### src/rtl/core_pkg.sv
// Shared definitions for the core input-byte stage: FSM states and register constants.
package core_pkg;

  typedef enum logic [1:0] {
    INP_IDLE  = 2'd0,
    INP_WAIT  = 2'd1,
    INP_WRITE = 2'd2
  } inp_state_e;

  localparam logic [4:0] REG_ZERO = 5'd0;

endpackage

### src/rtl/core_byte_fifo.sv
// Byte FIFO with occupancy count; callers must gate push/pop with full/empty.
module core_byte_fifo #(
  parameter int DEPTH = 16,
  parameter int AW    = 4
) (
  input  logic          clk,
  input  logic          rst_n,
  input  logic          push,
  input  logic          pop,
  input  logic [7:0]    din,
  output logic [7:0]    dout,
  output logic [AW:0]   count,
  output logic          full,
  output logic          empty
);

  logic [7:0]    mem [DEPTH];
  logic [AW-1:0] wptr, rptr;

  assign full  = (count == (AW+1)'(DEPTH));
  assign empty = (count == '0);
  assign dout  = mem[rptr];

  always_ff @(posedge clk) begin
    if (push) mem[wptr] <= din;
  end

  // Pointers wrap naturally because DEPTH is a power of two.
  always_ff @(posedge clk) begin
    if (!rst_n) begin
      wptr  <= '0;
      rptr  <= '0;
      count <= '0;
    end else begin
      if (push) wptr <= wptr + 1'b1;
      if (pop)  rptr <= rptr + 1'b1;
      case ({push, pop})
        2'b10:   count <= count + 1'b1;
        2'b01:   count <= count - 1'b1;
        default: count <= count;
      endcase
    end
  end

endmodule

### src/rtl/core_inport.sv
// IN-instruction servicing: buffers UART bytes and writes one byte into the register file per request.
module core_inport
  import core_pkg::*;
#(
  parameter int DEPTH = 16,
  parameter int AW    = 4
) (
  input  logic          CLK,
  input  logic          RST_N,
  input  logic          RX_VALID,
  input  logic [7:0]    RX_DATA,
  output logic          RX_READY,
  input  logic          REQ,
  input  logic [4:0]    REQ_RD,
  output logic          BUSY,
  output logic          DONE,
  output logic          INE,
  output logic [7:0]    INDATA,
  output logic [4:0]    IN_WADDR,
  output logic [AW:0]   COUNT,
  output logic          OVERFLOW
);

  inp_state_e state_q, state_d;
  logic [4:0] rd_q;
  logic [7:0] data_q, fifo_dout;
  logic       fifo_full, fifo_empty, push, pop;

  assign push = RX_VALID && !fifo_full;

  core_byte_fifo #(.DEPTH(DEPTH), .AW(AW)) u_fifo (
    .clk   (CLK),
    .rst_n (RST_N),
    .push  (push),
    .pop   (pop),
    .din   (RX_DATA),
    .dout  (fifo_dout),
    .count (COUNT),
    .full  (fifo_full),
    .empty (fifo_empty)
  );

  always_comb begin
    state_d = state_q;
    pop     = 1'b0;
    case (state_q)
      INP_IDLE:  if (REQ) state_d = INP_WAIT;
      INP_WAIT:  if (!fifo_empty) begin
                   pop     = 1'b1;
                   state_d = INP_WRITE;
                 end
      INP_WRITE: state_d = INP_IDLE;
      default:   state_d = INP_IDLE;
    endcase
  end

  always_ff @(posedge CLK) begin
    if (!RST_N) begin
      state_q  <= INP_IDLE;
      rd_q     <= '0;
      data_q   <= '0;
      OVERFLOW <= 1'b0;
    end else begin
      state_q <= state_d;
      if (state_q == INP_IDLE && REQ) rd_q <= REQ_RD;
      if (pop) data_q <= fifo_dout;
      // Full is judged before any same-cycle pop, so the byte is still lost.
      if (RX_VALID && fifo_full) OVERFLOW <= 1'b1;
    end
  end

  assign RX_READY = !fifo_full;
  assign BUSY     = (state_q != INP_IDLE);
  assign DONE     = (state_q == INP_WRITE);
  assign INE      = (state_q == INP_WRITE) && (rd_q != REG_ZERO);
  assign INDATA   = data_q;
  assign IN_WADDR = rd_q;

endmodule

### config.mk
export PLATFORM = sky130hd
export DESIGN_NAME = core_inport
export DESIGN_NICKNAME = d
export VERILOG_FILES = /design/src/rtl/core_pkg.sv /design/src/rtl/core_byte_fifo.sv /design/src/rtl/core_inport.sv
export SDC_FILE = /design/constraint.sdc
export NUM_CORES = 1
export LEC_CHECK = 0
export BUFFER_PORTS_ARGS = -buffer_cell sky130_fd_sc_hd__buf_2
export CAP_MARGIN = 25
export CORE_ASPECT_RATIO = 1.2
export CORE_UTILIZATION = 58
export DETAILED_ROUTE_END_ITERATION = 7
export PLACE_DENSITY = 0.82
export SLEW_MARGIN = 20
export SYNTH_ARGS = -nofsm -noshare
export SYNTH_HDL_FRONTEND = slang
export SYNTH_SLANG_ARGS = --single-unit
### constraint.sdc
create_clock -name CLK -period 5.8 [get_ports CLK]
set_input_delay 0.87 -clock CLK [delete_from_list [all_inputs] [get_ports CLK]]
set_output_delay 0.87 -clock CLK [all_outputs]
set_load 0.05 [all_outputs]
==> results.toml <==
[critical_path]
crit_end = "u_fifo.count[4]$_SDFFE_PN0P_"
cp_cell_sequence = "nor4_4 -> a21boi_1 -> inv_1 -> ha_1 -> xor2_1 -> ha_1 -> a211o_2 -> a21oi_1 -> a211o_1 -> nand4_1"
crit_arrival_ns = 3.24
cp_top_family = "compound AO/OA/AOI/OAI gates"
path_class = "flip-flop to flip-flop"
crit_path_max_fanout = 10
ff2ff_path_depth = 10
crit_cells = 10
critPathLaunch = "u_fifo.count[1]$_SDFFE_PN0P_"
worstReg2RegEnd = "u_fifo.count[4]$_SDFFE_PN0P_"
worstReg2RegStart = "u_fifo.count[1]$_SDFFE_PN0P_"
ff2ff_setup_slack_ns = 2.86
worst_ep_required_time_ns = 6.10
cp-end-kind = "flip-flop"
path_buf_inv = 1
cp_slowest_cell = "dfxtp_1"
max_stage_delay_ns = 0.55
cp_common_cell = "ha_1"
critPathLaunchType = "flip-flop"

[synthesis]
synth-async-reset-ratio_pct = 0
synth_edf_count = 128
synth_area_sq_um = 6410
ys_types = 45
synth_top_area_share_pct = 60.0
syn_avg_cell_area_sq_um = 14.8
ys_seq_area_share_pct = 69.0
synth.yosys.warnings = 0
synthFlopType = "edfxtp_1"
synthesis.instances = 433
synth-seq-cells = 157
yosys.area.top_type = "edfxtp_1"
yosys-top-cells-area = "edfxtp_1 60%, mux2i_1 11%, dfxtp_1 9.1%"
syn-num-nets = 459

[clocking]
cts_max_path_buffers = 2
clk_pin_slew_worst_paths_ns = 0.06
cts_tree = "yes"
clock-root-buffer = "clkbuf_16"
postCtsSetupRepairBufs = 0
ctsResizeCount = 0
h-tree-depth = 4
cts_buffers = 17
clk_latency_ns = 0.42
cts_sinks = 157
cts_hold_buffers = 0

[min_path]
hp-class = "flip-flop to flip-flop"

[grt]
overflow = 0
grt_usage_pct = 24.3
grt_pass1_wl_um = 19900
antenna_found_initial = 0
grt_max_degree = 43
grt_pass1_vias = 3747

[sta]
fin_crit_sh_pct = 50.7
fin_crit_ns = 2.94
skew_ns = 0.00785
tns_ns = 0
final_hold_viol_count = 0
setup_viol = 0
tightest_slew_ns = 0.855
maxSlewViolCount = 0
max_freq_mhz = 340
rsz0062_at_grt = "no"
slew_headroom_pct = 42.8

[finish]
regArea_sq_um = 4430
utilization_pct = 68.3
fillers = 694
num_antenna_cells = 0
fin_area_sq_um = 7250
syn_to_final_growth_pct = 13.1
multiInputGateArea_sq_um = 1810
drive_gt1_share_pct = 17.0
final_nets = 495

[placement]
gp_congestion = 0.805
dpl_cell_area_sq_um = 6660
hpwl_um = 8520
io_buffers = 39

[routing]
wirelength_um = 13200
via_per_inst = 6.24
ant_nets = 0
vias = 3812
first_iter_violations = 287
drt_pre_antenna_iters = 7
drc = 1
routedWlPerCell_um = 21.6

[power]
powerDensity_nw_per_um2 = 404
p_leak_nw = 2.41
peakVddDrop_mv = 0.250

[floorplanning]
fp-row-count = 41
die_y_um = 117
initial_core_util_pct = 60.4
io_pins = 40
die_x_um = 98.0
core_area_sq_um = 10600
dieArea_sq_um = 11500

[outcome]
violations = "design-rule violations"
outcome = "complete, but fails checks"

[run]
cap_violations = 0
[cell usage after synthesis (3+ instances only)]
master and n:
a21oi_1 12, buf_2 8, buf_4 6, clkbuf_1 8, dfxtp_1 29, edfxtp_1 128, ha_1 9, inv_1 7
mux2i_1 72, nand2_1 5, nand2b_1 4, nand3_1 5, nand3b_1 4, nor2_1 31, nor2b_1 3, nor3_1 5
nor4_1 9, o211ai_1 4, o21ai_0 9, o22ai_1 32, or3_1 3, xor2_1 7
[state kept, by name, summed over array words and instances (netlist names)]
register	count
u_fifo.count	5
INDATA	8
u_fifo.mem	128
u_fifo.wptr	4
IN_WADDR	5
u_fifo.rptr	4
state_q	2
OVERFLOW	1
[how the worst min path moves through the flow]
stage	end	slack (ns)	cells after the start	startpoint
after floorplan	state_q[0]$_SDFFE_PN0P_	0.43	1	state_q[1]$_SDFFE_PN0P_
after global placement	state_q[0]$_SDFFE_PN0P_	0.45	1	state_q[1]$_SDFFE_PN0P_
after detailed placement	state_q[0]$_SDFFE_PN0P_	0.46	1	state_q[1]$_SDFFE_PN0P_
after CTS	state_q[0]$_SDFFE_PN0P_	0.48	1	state_q[1]$_SDFFE_PN0P_
after global routing	state_q[0]$_SDFFE_PN0P_	0.49	1	state_q[1]$_SDFFE_PN0P_
final	state_q[0]$_SDFFE_PN0P_	0.48	1	state_q[1]$_SDFFE_PN0P_
[kinds of logic after synthesis]
logic type	count (synthesis)	share of synthesized area, %
AO/OA/AOI/OAI	69	6.91
XOR/XNOR	9	1.23
adder cells (fa/ha/maj)	9	1.76
buffers and inverters	34	2.75
flip-flops	157	69.0
multiplexers	72	11.2
AND/OR/NAND/NOR	83	7.07
[layer usage]
metal | share of wire [%] | wire length [um] | global-route usage, %
met5 | 0 | 0 | 0
met3 | 5.9 | 780 | 5.52
met4 | 4.5 | 597 | 16.6
met2 | 52 | 6820 | 41.5
met1 | 38 | 5030 | 27.6
[stage by stage]
stage	hold WS, ns	setup WS [ns]	power, mW	instances
after floorplan	0.427	2.92	1.75	433
after global placement	0.446	2.70	1.86	576
after detailed placement	0.459	2.59	1.88	577
after CTS	0.483	2.91	2.94	609
after global routing	0.486	2.63	3.03	611
final	0.480	2.86	2.93	611
[report_power, final]
part	switching [mW]	internal, mW
clock	0.422	0.645
sequential	0.0652	1.28
combinational	0.357	0.157
[layout make-up]
cell class              count  area share (%)
inverters                   7           0.363
clock buffers              22            6.27
well taps                 129            2.23
multi-input cells         242            25.0
repair buffers             44            3.42
flip-flops and latches    157            61.1
clock inverters            10            1.62
[layout by cell type (no fill, tap or decap), types with 5 or more instances in the layout]
master and instances:
nor4_1 9, o22ai_1 32, buf_2 40, dfxtp_1 28
inv_1 7, nand2_1 5, nand3_1 5, mux2i_1 72
a21oi_1 12, edfxtp_1 128, xor2_1 7, nor2_1 31
ha_1 9, o21ai_0 9, clkbuf_16 17
No activity file was read; power rests on OpenSTA's default activity.
